<file path="config.mk">
export PLATFORM = sky130hd
export DESIGN_NAME = updn_cnt_mod
export DESIGN_NICKNAME = d
export VERILOG_FILES = /design/src/rtl/updn_cnt_mod_pkg.sv /design/src/rtl/updn_cnt_mod.sv
export SDC_FILE = /design/constraint.sdc
export NUM_CORES = 1
export LEC_CHECK = 0
export ABC_AREA = 0
export CAP_MARGIN = 20
export CORE_UTILIZATION = 52
export DETAILED_ROUTE_END_ITERATION = 7
export HOLD_SLACK_MARGIN = 0.02
export PLACE_DENSITY = 0.81
export RECOVER_POWER = 100
export SYNTH_ARGS = -nofsm -noshare
export SYNTH_HDL_FRONTEND = slang
export SYNTH_SLANG_ARGS = --single-unit
</file>
<file path="constraint.sdc">
create_clock -name clk -period 3.2 [get_ports clk]
set_clock_uncertainty 0.1 [all_clocks]
set_input_delay 0.64 -clock clk [delete_from_list [all_inputs] [get_ports clk]]
set_output_delay 0.64 -clock clk [all_outputs]
set_load 0.05 [all_outputs]
</file>
<file path="src/rtl/updn_cnt_mod_pkg.sv">
// Shared constants and helpers for the up/down modulo counter.
package updn_cnt_mod_pkg;

    localparam logic DIR_UP = 1'b0;
    localparam logic DIR_DN = 1'b1;

    // Terminal condition: at the active top when counting up, at zero when counting down.
    function automatic logic is_term(input logic dir, input logic at_top, input logic at_zero);
        return (dir == DIR_UP) ? at_top : at_zero;
    endfunction

    // Width-agnostic clamp; callers cast operands up to 32 bits and the result back down.
    function automatic logic [31:0] min_w(input logic [31:0] a, input logic [31:0] b);
        return (a < b) ? a : b;
    endfunction

endpackage

</file>
<file path="src/rtl/updn_cnt_mod.sv">
// Runtime-programmable up/down modulo counter with shadowed top value and parallel load.
// Optional saturate mode is enabled by defining UPDN_CNT_MOD_SAT_EN (adds the sat input).
module updn_cnt_mod
    import updn_cnt_mod_pkg::*;
#(
    parameter int W        = 8,   // 1..32
    parameter int TOP_INIT = 9
) (
    input  logic         clk,
    input  logic         rst_n,
    input  logic         ce,
    input  logic         clr,
    input  logic         dir,
    input  logic         load,
    input  logic [W-1:0] load_val,
    input  logic         top_wr,
    input  logic [W-1:0] top_val,
`ifdef UPDN_CNT_MOD_SAT_EN
    input  logic         sat,
`endif
    output logic [W-1:0] q,
    output logic         co,
    output logic [W-1:0] top_q,
    output logic         top_pend
);

    localparam logic [W-1:0] TOP_RST = W'(TOP_INIT);
    localparam logic [W-1:0] ONE     = W'(1);

    logic [W-1:0] shadow;
    logic [W-1:0] q_next;
    logic [W-1:0] top_next;
    logic         sat_mode;
    logic         term;
    logic         wrap;
    logic         apply;

`ifdef UPDN_CNT_MOD_SAT_EN
    assign sat_mode = sat;
`else
    assign sat_mode = 1'b0;
`endif

    assign term = is_term(dir, q == top_q, q == '0);
    assign co   = ce & ~clr & ~load & term;

    // Saturating at term suppresses the wrap, so a pending top can then only land via clr.
    assign wrap     = co & ~sat_mode;
    assign apply    = top_pend & (clr | wrap);
    assign top_next = apply ? shadow : top_q;

    always_comb begin
        // NOTE: default assignment first so every path drives q_next and no latch is inferred.
        q_next = q;
        if (clr) begin
            q_next = '0;
        end else if (load) begin
            q_next = W'(min_w(32'(load_val), 32'(top_q)));
        end else if (ce && !term) begin
            q_next = (dir == DIR_DN) ? q - ONE : q + ONE;
        end else if (wrap) begin
            // Down-wrap reloads from the post-update top so a new modulo takes effect immediately.
            q_next = (dir == DIR_DN) ? top_next : '0;
        end
    end

    // NOTE: sequential state uses non-blocking assignments so all registers update from pre-edge values.
    always_ff @(posedge clk or negedge rst_n) begin
        if (!rst_n) begin
            q        <= '0;
            top_q    <= TOP_RST;
            shadow   <= '0;
            top_pend <= 1'b0;
        end else begin
            q     <= q_next;
            top_q <= top_next;
            if (top_wr) begin
                shadow <= top_val;
            end
            // A write colliding with an apply leaves the new value pending.
            top_pend <= top_wr | (top_pend & ~apply);
        end
    end

endmodule

</file>
* After elaboration in Yosys (flattened, before gate mapping)
Cells that the tools add are included.
** Word-level totals
- Register bits :: 25
- Latch bits :: 0
- Bits in writable memories :: 0
- Memory bits (read-only) :: 0
- Bits of input ports :: 23
- Output and inout port bits :: 18
- Logic and storage cells :: 31
- Memories kept :: 0
** Cells by class
- Add/subtract/negate cells :: 2
- $mul :: 0
- Divide/modulo/power cells :: 0
- $lt $le $gt $ge :: 1
- Equal/unequal tests :: 1
- Shifts and indexed selects :: 0
- Muxes and demuxes :: 9
- Bitwise gates (word level) :: 10
- Reduce and logical (&&, ||, !) cells :: 4
** Operator list (count)
- $mux W8 :: 8
- $add A8 B1 Y8 const B :: 1
- $eq A8 B8 Y1 :: 1
- $logic_not A8 Y1 :: 1
- $lt A8 B8 Y1 :: 1
- $sub A8 B1 Y8 const B :: 1
- $and A1 B1 Y1 :: 5
- $reduce_bool A4 Y1 :: 1
- $not A1 Y1 :: 3
- $or A1 B1 Y1 :: 2
- $logic_and A1 B1 Y1 :: 1
- $logic_not A1 Y1 :: 1
- $mux W1 :: 1

* Logic depth before layout (Yosys ltp)
Gate-level depths: netlist (run 1).
- Depth in word-level cells :: 12
- Depth in mapped cells :: 9
- Depth with buffers taken out :: 8

* Worst setup path after synthesis (run 1)
OpenSTA, ideal clock, no wires.
- Kind :: register to output
- Start point :: register q[1]
- End point :: output port co
- Arrival :: 3.914 ns
- Required time :: 2.460 ns
- Slack :: -1.454 ns
- Stages on the path, launching flop included :: 5
- Buffers on the path :: 0
- Path through :: dfrtp_1 -> xor2_1 -> nor4_1 -> nand3_1 -> a2111oi_0
** On the way
- Longest elaborated chain between the ends :: 3
- Elaborated cells on any way between the ends :: 4
- Classes of those cells :: 1 x eq/ne; 1 x mux; 1 x bitwise; 1 x reduce/logical
** Ends and longest elaborated chain
- start: declaration :: RTL line updn_cnt_mod.sv:21 : output logic [W-1:0] q,
- start signal: assignment :: RTL line updn_cnt_mod.sv:75 : q <= q_next;
- $eq A8 B8 Y1 / $logic_not A8 Y1 (equally long branches) :: RTL line updn_cnt_mod.sv:44 : assign term = is_term(dir, q == top_q, q == '0);
- $mux W1 (*) :: RTL line updn_cnt_mod_pkg.sv:9 : return (dir == DIR_UP) ? at_top : at_zero;
- $and A1 B1 Y1 (*) :: RTL line updn_cnt_mod.sv:45 : assign co = ce & ~clr & ~load & term;
- end: declaration :: RTL line updn_cnt_mod.sv:22 : output logic co,
Every way passes the cells marked *; elsewhere a longest branch is shown, timed or not.

* Worst setup path in the final report (run 1)
- Start point :: input port dir
- End point :: output port co
** On the way
- Longest elaborated chain between the ends :: 2
** Ends and longest elaborated chain
- start: declaration :: RTL line updn_cnt_mod.sv:13 : input logic dir,
- $mux W1 :: RTL line updn_cnt_mod_pkg.sv:9
- $and A1 B1 Y1 :: RTL line updn_cnt_mod.sv:45
Every way passes these cells.

==> results of run 1 <==
[per-stage QoR]
step / cells / utilization [%]
CTS: 323 / 69.8
floorplan: 231 / -
global placement: 319 / 68.6
detailed placement: 319 / 68.6
global route: 323 / 69.2
finish: 323 / 69.2
[area by class of cell]
type,count,area share [%]
Clock buffer,4,1.75
Sequential cell,25,24.4
Tap cell,48,2.34
Multi-Input combinational cell,176,50.6
Timing Repair Buffer,47,17.6
Inverter,23,3.36
[worst register-to-register path: stages, from the launching register on]
cell	delay [ns]
sky130_fd_sc_hd__dfrtp_1	0.50
sky130_fd_sc_hd__xor2_1	0.24
sky130_fd_sc_hd__nor4_2	0.31
sky130_fd_sc_hd__nand4_1	0.43
sky130_fd_sc_hd__a21oi_2	0.23
sky130_fd_sc_hd__and3b_1	0.18
sky130_fd_sc_hd__a2111oi_1	0.34
[per-layer routing]
metal  share of wire, %  track usage [%]  vias to the layer above
met4                2.1             8.33                        0
met5                  0                0                        -
met3                4.7             2.82                       17
met1                 45             36.7                      936
met2                 48             46.0                       77
li1                   -                -                      952
[how the worst min path moves through the flow]
stage                      endpoint  depth (start not counted)  startpoint
final                     shadow[0]                          1   shadow[0]
after CTS                 shadow[0]                          1   shadow[0]
after detailed placement  shadow[0]                          1   shadow[0]
after global routing      shadow[0]                          1   shadow[0]
after global placement     top_q[1]                          2   shadow[1]
after floorplan                q[0]                          0       rst_n
[power groups by stage]
stage / logic (mW) / registers, mW / clock network, mW
finish: 0.608 / 0.427 / 0.190
global route: 0.664 / 0.434 / 0.204
CTS: 0.626 / 0.427 / 0.194
detailed placement: 0.621 / 0.433 / 0
global placement: 0.609 / 0.432 / 0
floorplan: 0.323 / 0.534 / 0
[registers in the layout, summed over array words and instances (netlist names)]
register / flops
shadow: 8
top_pend: 1
q: 8
top_q: 8
[cells by family after synthesis]
| family | count (synthesis) | synth area share [%] |
|---|---|---|
| compound gates | 82 | 27.8 |
| simple gates | 61 | 17.6 |
| buf+inv | 30 | 6.06 |
| flops | 25 | 30.7 |
| fa+ha+maj | 14 | 8.94 |
| xor+xnor | 13 | 5.57 |
| mux | 6 | 3.24 |
[cells in the mapped netlist (all sizes together), types with 4 or more instances]
| master | count | share of area, % |
|---|---|---|
| buf | 6 | 1.7 |
| xor2 | 7 | 3.0 |
| inv | 22 | 4.0 |
| o21ai | 16 | 3.9 |
| xnor2 | 6 | 2.6 |
| nor3 | 9 | 2.4 |
| dfrtp | 23 | 28 |
| nor2 | 6 | 1.1 |
| or2 | 4 | 1.2 |
| nand4 | 5 | 2.1 |
| a31oi | 5 | 1.8 |
| a21oi | 15 | 3.9 |
| a21o | 8 | 2.9 |
| ha | 13 | 8.0 |
| nand2 | 16 | 2.9 |
| mux2 | 5 | 2.8 |
| nand3 | 5 | 1.2 |
| a211oi | 19 | 7.0 |
==> impl_results.md, run 1 <==
- Cells after Synth: 231
- Worst-case register-to-register setup slack: 0.75 ns
- Pre-CTS setup slack: 0.132 ns
- Routability-driven placement congestion ratio: 0.900
- Final cycle utilization of the critical path: 94.3%
- Library cell used as clock root buffer: sky130_fd_sc_hd__clkbuf_8
- RSZ-0062 raised after global routing: no
- Launching element type of the critical path: input port
- Number of buffers inserted by port buffering: 40
- Final routed DRC violation total: 0
- DIE AREA: 0.00419 mm2
- Pwr dens: 476 mW/mm2
- Vias after detailed routing: 1,982
- Wire length after detailed routing: 5170 um
- Max-slew violation count: 0
- Sw power: 535 uW
- Pin count of the biggest net entering global routing: 26
- Skew-Pair Late Insertion Delay: 0.27 ns
- Sinks on the clock net: 25
- Maximum root-to-sink buffer count: 2
- Buf/Inv on CP: 2
- Ordered list of cells on the worst path: dlygate4sd3_1 > nor2_1 > nand3_1 > a2111oi_4 > buf_12
- Proportion of register bits with asynchronous set or reset after synthesis: 100%
- Post-detailed-placement cell area: 0.00255 mm2
- Wire per inst: 16.0 um
- Final cell area excluding filler cells: 0.00257 mm2
- Overall track demand over capacity in global routing: 27.3%
- Setup-violating endpoint count in the final report: 0
- Achievable clock frequency: 331 MHz
- Count of routing violations after the opening detailed-route iteration: 119
- Die boundary width: 64.7 um
- Capturing element type of the critical path: output port
- Layout overhead on the synthesized area: 25.8%
- CTS Buf Count: 3
- Commonest cells after routing, fill and taps aside: sky130_fd_sc_hd__dfrtp_1, sky130_fd_sc_hd__inv_1, sky130_fd_sc_hd__dlygate4sd3_1
- Switching part of the total: 43.7%
- Reported max-cap violation count: 0
- Cell type of the slowest stage on the worst timing path: sky130_fd_sc_hd__dlygate4sd3_1
- Worst flop-to-flop path startpoint: q[0]
- Number of warnings reported in the yosys synthesis log: 0
- Syn nets: 268
- HPWL Detailed: 4100 um
- Arr. time, crit path: 2.28 ns
- Part of the power in combinational logic: 49.7%
- Share of total power in sequential cells: 34.8%
- Core Region: 0.00372 mm2
- Destination of the critical timing path: co
- Count of inserted antenna diode cells: 0
- Antenna violations before repair: 0
- Post-cts sizing count: 0
- Hold buffer count at CTS: 0
- Least-Margin Pin Slew: 1.37 ns
- Storage cell area: 628 um2
- Worst path depth: 5
- Height of the die: 64.7 um
- Power share of the clock group: 15.5%
- Capture point of the worst reg-to-reg path: q[2]
- Critical-path maximum fanout: 7
- Standby leakage power: 1.15 nW
- Internal power: 690 uW
- Number of nets at the end of the flow: 313
- Run status: finished, final reports clean
- Startpoint of the most critical setup path: dir
- Max incr delay on CP: 0.66 ns
- Top Family by Delay on Critical Path: buffers and inverters
- Leading cell type in the layout, fill and taps excluded: sky130_fd_sc_hd__dfrtp_1
- Via/cell ratio: 6.14
- Global-route wire length before repair: 8900 um
- Overflow left after global routing: 0
- Unique masters post-synth: 54
- Post-synthesis average cell area: 8.85 um2
- Setup WS post-layout: 0.183 ns
- Setup TNS after final layout: 0 ns
- Fill cell total of the finished layout: 345
- Hold slack final: 0.420 ns
- Number of placement rows: 22
- Residual antenna-violating net count after detailed routing: 0
- Worst IR Drop VDD: 0.427 mV
- CTS tree: yes
- CP Data Required Time: 2.46 ns
- Starting Density: 55.0%
- Sequential cell area fraction in the yosys report: 30.7%
- Minimum clock period after layout: 3.02 ns
- Clock-pin slew of the registers on the worst-case setup and hold paths: 0.09 ns
- Multi-input logic area: 0.00130 mm2
- Final hold violation count: 0
- Slew margin rel.: 8.73%
- First-pass detailed-route iteration total: 4
- Category of the most critical setup path: input port to output port
- Power consumption: 1.22 mW
- Number of enable flip-flop cells after synthesis: 0
- Top_reg_cell synth: sky130_fd_sc_hd__dfrtp_1
- Netlist Area Pre-Place: 0.00204 mm2
- Worst r2r path cells: 6
- Buffer count from post-CTS setup fixing: 0
- H-tree Lvls: 1
- Via count of the first global-routing pass: 1,904
- HP Class: register to register
- Yosys reg bits: 25
- Io pins: 41
- Share of layout cells above drive strength 1: 9.45%
(Power assumes the default switching activity.)
==> inputs of run 2 (changes only) <==
- clock period: 3.2 -> 2.8 ns (I/O delays scaled with it)
==> impl_results.md, run 2 (synthesis results as in run 1) <==
- Count of routing violations after the opening detailed-route iteration: 148 (was 119)
- Ordered list of cells on the worst path: xor2_1 > nor4_2 > nand3_1 > a2111oi_4 > buf_12 (was dlygate4sd3_1 > nor2_1 > nand3_1 > a2111oi_4 > buf_12)
- Launching element type of the critical path: register (was input port)
- Worst hold path startpoint: shadow[1] (was shadow[0])
- Pin count of the biggest net entering global routing: 26 (unchanged)
- Io pins: 41 (unchanged)
- Routability-driven placement congestion ratio: 0.909 (was 0.900)
- Category of the most critical setup path: register to output port (was input port to output port)
- Starting Density: 55.0% (unchanged)
- Sw power: 639 uW (was 535 uW)
- Clock-pin slew of the registers on the worst-case setup and hold paths: 0.09 ns (about the same)
- Maximum root-to-sink buffer count: 2 (unchanged)
- Height of the die: 64.7 um (unchanged)
- Wire per inst: 16.8 um (was 16.0 um)
- Leading cell type in the layout, fill and taps excluded: sky130_fd_sc_hd__inv_1 (was sky130_fd_sc_hd__dfrtp_1)
- Least-Margin Pin Slew: 1.37 ns (about the same)
- Number of buffers inserted by port buffering: 40 (unchanged)
- Top Family by Delay on Critical Path: simple AND/OR/NAND/NOR gates (was buffers and inverters)
- CTS tree: yes (unchanged)
- Die boundary width: 64.7 um (unchanged)
- Worst flop-to-flop path startpoint: q[0] (unchanged)
- Reported max-cap violation count: 0 (unchanged)
- Largest registers: q x8, shadow x8, top_q x8 (unchanged)
- Overall track demand over capacity in global routing: 30.4% (was 27.3%)
- H-tree Lvls: 1 (unchanged)
- Switching part of the total: 43.4% (was 43.7%)
- Vias after detailed routing: 2,091 (was 1,982)
- Skew-Pair Late Insertion Delay: 0.27 ns (about the same)
- Count of inserted antenna diode cells: 0 (unchanged)
- Internal power: 833 uW (was 690 uW)
- RSZ-0062 raised after global routing: no (unchanged)
- Standby leakage power: 1.25 nW (was 1.15 nW)
- Number of placement rows: 22 (unchanged)
- Hold slack final: 0.411 ns (was 0.420 ns)
- Power share of the clock group: 14.9% (was 15.5%)
- Share of total power in sequential cells: 33.1% (was 34.8%)
- Capturing element type of the critical path: output port (unchanged)
- Worst-case register-to-register setup slack: 0.26 ns (was 0.75 ns)
- Worst IR Drop VDD: 0.328 mV (was 0.427 mV)
- DIE AREA: 0.00419 mm2 (unchanged)
- Sinks on the clock net: 25 (unchanged)
- Core Region: 0.00372 mm2 (unchanged)
- Share of layout cells above drive strength 1: 16.7% (was 9.45%)
- Via/cell ratio: 6.13 (was 6.14)
- Worst r2r path cells: 7 (was 6)
- Final routed DRC violation total: 0 (unchanged)
- Final cycle utilization of the critical path: 96.8%
- Setup TNS after final layout: 0 ns (unchanged)
- Run status: finished, final reports clean (unchanged)
- Layout overhead on the synthesized area: 32.9% (was 25.8%)
- Pwr dens: 542 mW/mm2 (was 476 mW/mm2)
- Arr. time, crit path: 2.05 ns (was 2.28 ns)
- CTS Buf Count: 3 (unchanged)
- First-pass detailed-route iteration total: 4 (unchanged)
- Global-route wire length before repair: 9800 um (was 8900 um)
- Slew margin rel.: 8.81% (was 8.73%)
- Minimum clock period after layout: 2.71 ns
- Hold worst-path end: top_q[1] (was shadow[0])
- Wire length after detailed routing: 5740 um (was 5170 um)
- WHS Path Cells: 2 (was 1)
- Max incr delay on CP: 0.46 ns (was 0.66 ns)
- Final hold violation count: 0 (unchanged)
- CP Data Required Time: 2.14 ns (was 2.46 ns)
- Setup-violating endpoint count in the final report: 0 (unchanged)
- Overflow left after global routing: 0 (unchanged)
- Critical-path maximum fanout: 5 (was 7)
- Part of the power in combinational logic: 51.9% (was 49.7%)
- Max-slew violation count: 0 (unchanged)
- Commonest cells after routing, fill and taps aside: sky130_fd_sc_hd__inv_1, sky130_fd_sc_hd__buf_4 (was sky130_fd_sc_hd__dfrtp_1, sky130_fd_sc_hd__inv_1, sky130_fd_sc_hd__dlygate4sd3_1)
- Achievable clock frequency: 369 MHz
- HPWL Detailed: 4610 um (was 4100 um)
- Via count of the first global-routing pass: 2,140 (was 1,904)
- Buf/Inv on CP: 1 (was 2)
- Residual antenna-violating net count after detailed routing: 0 (unchanged)
- Capture point of the worst reg-to-reg path: q[5] (was q[2])
- Number of nets at the end of the flow: 331 (was 313)
- Hold buffer count at CTS: 0 (unchanged)
- Library cell used as clock root buffer: sky130_fd_sc_hd__clkbuf_8 (unchanged)
- Cell type of the slowest stage on the worst timing path: sky130_fd_sc_hd__dfrtp_2 (was sky130_fd_sc_hd__dlygate4sd3_1)
- Antenna violations before repair: 0 (unchanged)
- HP Class: register to register (unchanged)
[run 2: cell count changes in the layout (fill, tap and decap cells not counted), sizes merged]
cell         change
dlygate4sd3      -1
clkbuf           +1
dlygate4sd2      +1
buf             +17
[run 2: worst max-delay path by stage]
stage | startpoint | to | slack [ns] | cells past startpoint
after floorplan | q[7] | co | 0.002 | 4
after global placement | dir | q[4] | -0.06 | 8
after detailed placement | dir | q[4] | -0.1 | 8
after CTS | top_q[2] | co | 0.06 | 5
after global routing | dir | q[5] | 0.01 | 8
final | top_q[1] | co | 0.09 | 5
[run 2: power by group through the flow]
stage | registers, mW | clock network, mW | logic (mW)
3_5_place_dp | 0.494 | 0 | 0.774
6_report | 0.487 | 0.220 | 0.765
2_1_floorplan | 0.612 | 0 | 0.369
4_1_cts | 0.487 | 0.224 | 0.782
5_1_grt | 0.494 | 0.237 | 0.830
3_3_place_gp | 0.490 | 0 | 0.752
[run 2: per-stage QoR]
step | setup slack [ns] | power [mW] | utilization, % | cells | cell area (um2)
detailed placement | -0.0992 | 1.27 | 72.4 | 337 | 2690
global placement | -0.0586 | 1.24 | 72.4 | 337 | 2690
floorplan | 0.00236 | 0.981 | - | 231 | 2070
global route | 0.0105 | 1.56 | 73.1 | 341 | 2720
finish | 0.0898 | 1.47 | 73.1 | 341 | 2720
CTS | 0.0563 | 1.49 | 73.7 | 341 | 2740
[run 2: metal layers]
metal,vias to the layer above,GRT usage [%],share of wire [%]
li1,991,-,-
met1,995,38.6,42
met2,88,52.1,50
met3,17,3.52,5.5
met4,0,12.5,2.4
met5,-,0,0
[run 2: area by class of cell]
cell class | count | area [um2]
Multi-Input combinational cell | 176 | 1310
Timing Repair Buffer | 65 | 582
Inverter | 23 | 86.3
Tap cell | 48 | 60.1
Fill cell | 320 | 998
Clock buffer | 4 | 45.0
Sequential cell | 25 | 633
[run 2: repair_timing]
action	4_1_cts	5_1_grt
gates resized for setup	2	0
pin swaps	0	1
buffers inserted	0	0
setup endpoints to repair	1	1
[run 2: tightest hold or removal path: stages (launching register included)]
cell                      delay, ns
sky130_fd_sc_hd__dfrtp_1       0.37
sky130_fd_sc_hd__nand2_1       0.05
sky130_fd_sc_hd__o21ai_0       0.05
==> inputs of run 3 (changes only) <==
- CORE_MARGIN: unset -> 2
- GPL_ROUTABILITY_DRIVEN: unset -> 0
==> impl_results.md, run 3 (synthesis results as in run 1) <==
- Part of the power in combinational logic: 51.8% (was 51.9%)
- Via/cell ratio: 5.99 (was 6.13)
- Share of total power in sequential cells: 33.1% (about the same)
- Worst IR Drop VDD: 0.375 mV (was 0.328 mV)
- WHS Path Cells: 2 (unchanged)
- Io pins: 41 (unchanged)
- Library cell used as clock root buffer: sky130_fd_sc_hd__clkbuf_8 (unchanged)
- Pwr dens: 538 mW/mm2 (was 542 mW/mm2)
- Overflow left after global routing: 0 (unchanged)
- HP Class: register to register (unchanged)
- Largest registers: q x8, shadow x8, top_q x8 (unchanged)
- HPWL Detailed: 4380 um (was 4610 um)
- Achievable clock frequency: 375 MHz (was 369 MHz)
- CP Data Required Time: 2.14 ns (about the same)
- Fill cell total of the finished layout: 287 (was 320)
- Sinks on the clock net: 25 (unchanged)
- Commonest cells after routing, fill and taps aside: sky130_fd_sc_hd__inv_1, sky130_fd_sc_hd__buf_4, sky130_fd_sc_hd__dlygate4sd3_1 (was sky130_fd_sc_hd__inv_1, sky130_fd_sc_hd__buf_4)
- Residual antenna-violating net count after detailed routing: 0 (unchanged)
- Pre-CTS setup slack: -0.0765 ns (was -0.0992 ns)
- Worst path depth: 5 (unchanged)
- Worst r2r path cells: 8 (was 7)
- Final routed DRC violation total: 0 (unchanged)
- Sw power: 639 uW (about the same)
- Setup WS post-layout: 0.132 ns (was 0.0898 ns)
- Buf/Inv on CP: 1 (unchanged)
- Leading cell type in the layout, fill and taps excluded: sky130_fd_sc_hd__inv_1 (unchanged)
- Skew-Pair Late Insertion Delay: 0.27 ns (about the same)
- Via count of the first global-routing pass: 1,894 (was 2,140)
- DIE AREA: 0.00445 mm2 (was 0.00419 mm2)
- Slew margin rel.: 11.5% (was 8.81%)
- Power share of the clock group: 15.1% (was 14.9%)
- Share of layout cells above drive strength 1: 17.7% (was 16.7%)
- Wire per inst: 16.2 um (was 16.8 um)
- Max incr delay on CP: 0.46 ns (about the same)
- Count of inserted antenna diode cells: 0 (unchanged)
- Overall track demand over capacity in global routing: 26.5% (was 30.4%)
- Core Region: 0.00372 mm2 (unchanged)
- Final design utilization: 73.6% (was 73.1%)
- Top Family by Delay on Critical Path: simple AND/OR/NAND/NOR gates (unchanged)
- Final cycle utilization of the critical path: 95.3% (was 96.8%)
- Final hold violation count: 0 (unchanged)
- Ordered list of cells on the worst path: xor2_1 > nor4_2 > nand3_1 > a2111oi_4 > buf_12 (unchanged)
- Internal power: 832 uW (was 833 uW)
- Die boundary width: 66.7 um (was 64.7 um)
- Launching element type of the critical path: register (unchanged)
- Capturing element type of the critical path: output port (unchanged)
- Minimum clock period after layout: 2.67 ns (was 2.71 ns)
- First-pass detailed-route iteration total: 4 (unchanged)
- Critical-path maximum fanout: 5 (unchanged)
- Pin count of the biggest net entering global routing: 26 (unchanged)
- Vias after detailed routing: 2,050 (was 2,091)
- H-tree Lvls: 1 (unchanged)
- Height of the die: 66.7 um (was 64.7 um)
- CTS tree: yes (unchanged)
- Wire length after detailed routing: 5540 um (was 5740 um)
- Switching part of the total: 43.4% (about the same)
- Setup-violating endpoint count in the final report: 0 (unchanged)
- Reported max-cap violation count: 0 (unchanged)
- Max-slew violation count: 0 (unchanged)
- Run status: finished, final reports clean (unchanged)
- Category of the most critical setup path: register to output port (unchanged)
- Clock-pin slew of the registers on the worst-case setup and hold paths: 0.09 ns (about the same)
- RSZ-0062 raised after global routing: no (unchanged)
- Cell type of the slowest stage on the worst timing path: sky130_fd_sc_hd__dfrtp_2 (unchanged)
- Number of buffers inserted by port buffering: 40 (unchanged)
- CTS Buf Count: 3 (unchanged)
- Global-route wire length before repair: 8890 um (was 9800 um)
- Count of routing violations after the opening detailed-route iteration: 77 (was 148)
- Starting Density: 55.0% (unchanged)
- Layout overhead on the synthesized area: 33.7% (was 32.9%)
- Arr. time, crit path: 2.01 ns (was 2.05 ns)
- Least-Margin Pin Slew: 1.33 ns (was 1.37 ns)
- Antenna violations before repair: 0 (unchanged)
- Number of placement rows: 22 (unchanged)
- Standby leakage power: 1.25 nW (about the same)
- Number of nets at the end of the flow: 332 (was 331)
- Maximum root-to-sink buffer count: 2 (unchanged)
-- run 3: cell types whose count changed in the layout (fill, tap and decap cells not counted), sizes merged --
cell,previous run,this run
clkdlybuf4s50,19,18
clkinv,1,2
dlygate4sd3,19,20
-- run 3: power groups by stage --
stage | combinational (mW) | clock [mW] | sequential [mW]
2_1_floorplan | 0.369 | 0 | 0.612
3_3_place_gp | 0.748 | 0 | 0.490
3_5_place_dp | 0.765 | 0 | 0.492
4_1_cts | 0.769 | 0.216 | 0.485
5_1_grt | 0.824 | 0.238 | 0.494
6_report | 0.763 | 0.222 | 0.487
-- run 3: path summary, 6_finish.rpt --
check | start | end | slack [ns]
min reg2reg | shadow[3] | top_q[3] | 0.43
min in group asynchronous | rst_n | shadow[6] | 1.00
max in group asynchronous | rst_n | q[1] | 0.73
max | top_q[1] | co | 0.13
min | shadow[3] | top_q[3] | 0.43
max reg2reg | top_q[4] | q[2] | 0.41
-- run 3: layout make-up --
| class | instances | area, um2 | share of cell area, % |
|---|---|---|---|
| Multi-Input combinational cell | 176 | 1320 | 48.2 |
| Sequential cell | 25 | 633 | 23.2 |
| Timing Repair Buffer | 66 | 589 | 21.6 |
| Inverter | 23 | 86.3 | 3.16 |
| Tap cell | 48 | 60.1 | 2.20 |
| Clock buffer | 3 | 41.3 | 1.51 |
| Clock inverter | 1 | 5.00 | 0.183 |
-- run 3: stage by stage --
| step | hold WS [ns] | instance area (um2) | std cells | TNS (ns) | power [mW] |
|---|---|---|---|---|---|
| after floorplan | 0.164 | 2070 | 231 | 0 | 0.981 |
| after global placement | 0.388 | 2690 | 337 | -0.163 | 1.24 |
| after detailed placement | 0.397 | 2690 | 337 | -0.296 | 1.26 |
| after CTS | 0.418 | 2730 | 341 | 0 | 1.47 |
| after global routing | 0.447 | 2730 | 342 | 0 | 1.56 |
| final | 0.429 | 2730 | 342 | 0 | 1.47 |
-- run 3: layer usage --
layer  part of all wire [%]  track usage (%)  wire length, um
met1                     45             35.7             2470
met2                     50             46.6             2770
met3                    4.4             1.86              246
met4                    1.0             5.36               57
met5                      0                0                0
-- run 3: worst reg2reg max path, cell delays in order, from the launching register on --
cell	delay, ns
sky130_fd_sc_hd__dfrtp_1	0.47
sky130_fd_sc_hd__inv_1	0.09
sky130_fd_sc_hd__ha_1	0.29
sky130_fd_sc_hd__a21o_1	0.18
sky130_fd_sc_hd__a21oi_1	0.16
sky130_fd_sc_hd__o21ai_0	0.14
sky130_fd_sc_hd__a21o_1	0.25
sky130_fd_sc_hd__mux2i_1	0.17
sky130_fd_sc_hd__a2111oi_2	0.41
-- run 3: timing repair --
action,in CTS,in global routing
setup endpoints to repair,1,1
setup buffers,0,1
hold buffers,0,0
endpoints found under the hold margin,0,0
pin swaps,0,1
gates resized for setup,1,2
==> patch (settings of run 3) <==
The parameter `W` goes from 8 to 10.
--- a/src/rtl/updn_cnt_mod.sv
+++ b/src/rtl/updn_cnt_mod.sv
@@ -3,7 +3,7 @@
 module updn_cnt_mod
     import updn_cnt_mod_pkg::*;
 #(
-    parameter int W        = 8,   // 1..32
+    parameter int W        = 10,   // 1..32
     parameter int TOP_INIT = 9
 ) (
     input  logic         clk,
Interface: changed (resized load_val, q, top_q and top_val); port bits go from 41 to 49. The function was not compared with the original's and may differ.
==> patch against run 3 <==
  * The flow now finishes with violations (capacitance limit, slew limit)
  * Setup slack worse by 0.073 ns
  * Combinational power up 34%
  * Area after synthesis up 12%
  * Utilization down 0.055 points
  * Largest power group unchanged
  * Sequential cell count up 6
  * Largest cell class unchanged
  * Total power up 38%
  * Design area up 15%
  * Sequential share of layout area up 1.6 points
  * Die area up 11%
  * Via count up 3.9%
  * Register-to-register slack worse by 0.30 ns
  * Synthesized cell count down 3.5%
  * Wire length up 16%
==> patch: results <==
timing:
  slew_viol_final: 32
  tightest_slew_ns: 1.69
drt:
  first_iter_violations: 223
  first_pass_iters: 5
  vias_per_cell: 5.98
  routed_wl_mm: 6.44
yosys:
  yosysSeqAreaShare: 0.341
  synthTopCellsByCount: "dfrtp_1, a21oi_1, ha_1, mux2_2, nor2_1"
  synth_top_cells_by_area: "dfrtp_1, ha_1, mux2_2"
  ys_types: 53
  synthArstFlopShare: 1.00
  syn-num-nets: 268
  yosys_warnings: 0
  yosys.area.top_type: "dfrtp_1"
cells_and_area:
  reg_top3: "q: 10 flops, shadow: 10 flops, top_q: 10 flops"
  layout-drive-gt1-share: 0.273
  fillers: 320
  antenna_cells: 0
  nets: 348
place:
  dp_hpwl_mm: 4.83
  io_buffers: 48
clocking:
  cts_buffers: 5
  root_buffer: "clkbuf_8"
  path_clk_slew_ns: 0.06
  cts_max_path_buffers: 2
  clkLatencyLatePin_ns: 0.28
  cts_max_level: 2
hold_path:
  hold_path_class: "flop to flop"
run_status:
  violations: "capacitance limit, slew limit"
  status: "finished, violations left"
global_routing:
  grt_pass1_vias: 2233
  grt_pass1_wl_mm: 10.9
  grt_max_degree: 32
  track_usage: 0.281
  antenna_found_initial: 0
power_and_ir_drop:
  power.leakage_uw: 0.00143
  vdd_drop_max_uv: 395
job:
  maxCapViolCount: 1
worst_setup_path:
  worstPathArrival_ns: 2.08
  worstPathMaxFanout: 2
-- patch: changes by cell type in the layout (fill, tap and decap cells not counted), moves of 7 or more --
cell and delta:
buf_4 +10, nor2_1 +7, inv_1 -10, clkdlybuf4s50_1 +9
a211oi_1 -15, dfrtp_1 +8, mux2_2 +10, o21ai_0 -7
nor3_1 -7, xnor2_1 +8
-- patch: path summary, 6_finish.rpt --
check | from | end | slack (ns) | depth (start not counted)
worst max-delay path | top_q[0] | co | 0.06 | 7
worst min register to register | shadow[7] | shadow[7] | 0.41 | 1
max in group asynchronous | rst_n | q[6] | 0.35 | 2
min in group asynchronous | rst_n | shadow[5] | 1.15 | 2
worst min-delay path | shadow[7] | shadow[7] | 0.41 | 1
worst max register to register | top_q[0] | q[8] | 0.11 | 9
-- patch: kinds of logic (layout without fill, tap and decap cells) --
family                   after synthesis  after routing  synth area share
XOR/XNOR                              18             18            0.0690
adder cells (fa/ha/maj)               18             18             0.102
AND/OR/NAND/NOR                       51             51             0.120
flip-flops                            31             31             0.341
AO/OA/AOI/OAI                         64             64             0.206
multiplexers                          22             22             0.111
buffers and inverters                 19            100            0.0509
-- patch: through the flow --
| step | setup slack, ns | hold WS, ns | instances | cell area, sq um | TNS, ns |
|---|---|---|---|---|---|
| 3_5_place_dp | -0.302 | 0.394 | 345 | 3000 | -2.39 |
| 4_1_cts | 0.0125 | 0.411 | 356 | 3130 | 0 |
| 5_1_grt | -0.0118 | 0.421 | 356 | 3160 | -0.0118 |
| 6_report | 0.0596 | 0.406 | 356 | 3160 | 0 |
| 2_1_floorplan | -0.0113 | 0.164 | 223 | 2300 | -0.0113 |
| 3_3_place_gp | -0.248 | 0.391 | 345 | 3000 | -2.02 |
-- patch: timing repair --
item	in CTS	in global routing
gates cloned	0	0
setup endpoints to repair	2	7
setup buffers	3	0
gates resized for setup	3	6
pin swaps	2	1
hold buffers	0	0
-- patch: report_power, final --
group | leakage, uW | switching [uW] | total, uW | internal, uW
clock | 0.0000515 | 167 | 391 | 224
sequential | 0.000369 | 96.4 | 618 | 521
combinational | 0.00101 | 575 | 1020 | 445
-- patch: per-layer routing --
layer,GRT usage,part of all wire,vias up
li1,-,-,999
met1,0.356,0.42,998
met2,0.478,0.49,114
met3,0.0592,0.074,18
met4,0.0855,0.020,0
met5,0,0,-
-- patch: final cells by class --
class	instances	area share
multi-input combinational	173	0.456
sequential	31	0.247
timing repair buffer	80	0.230
clock buffer	8	0.0317
tap	52	0.0206
inverter	12	0.0143
-- patch: critical path, cell delays in order (launching register included) --
cell	delay, ns
dfstp_2	0.54
xor2_1	0.07
or4_4	0.52
nor3_4	0.17
nor2b_2	0.08
nand2b_4	0.15
nor2_4	0.12
buf_12	0.14
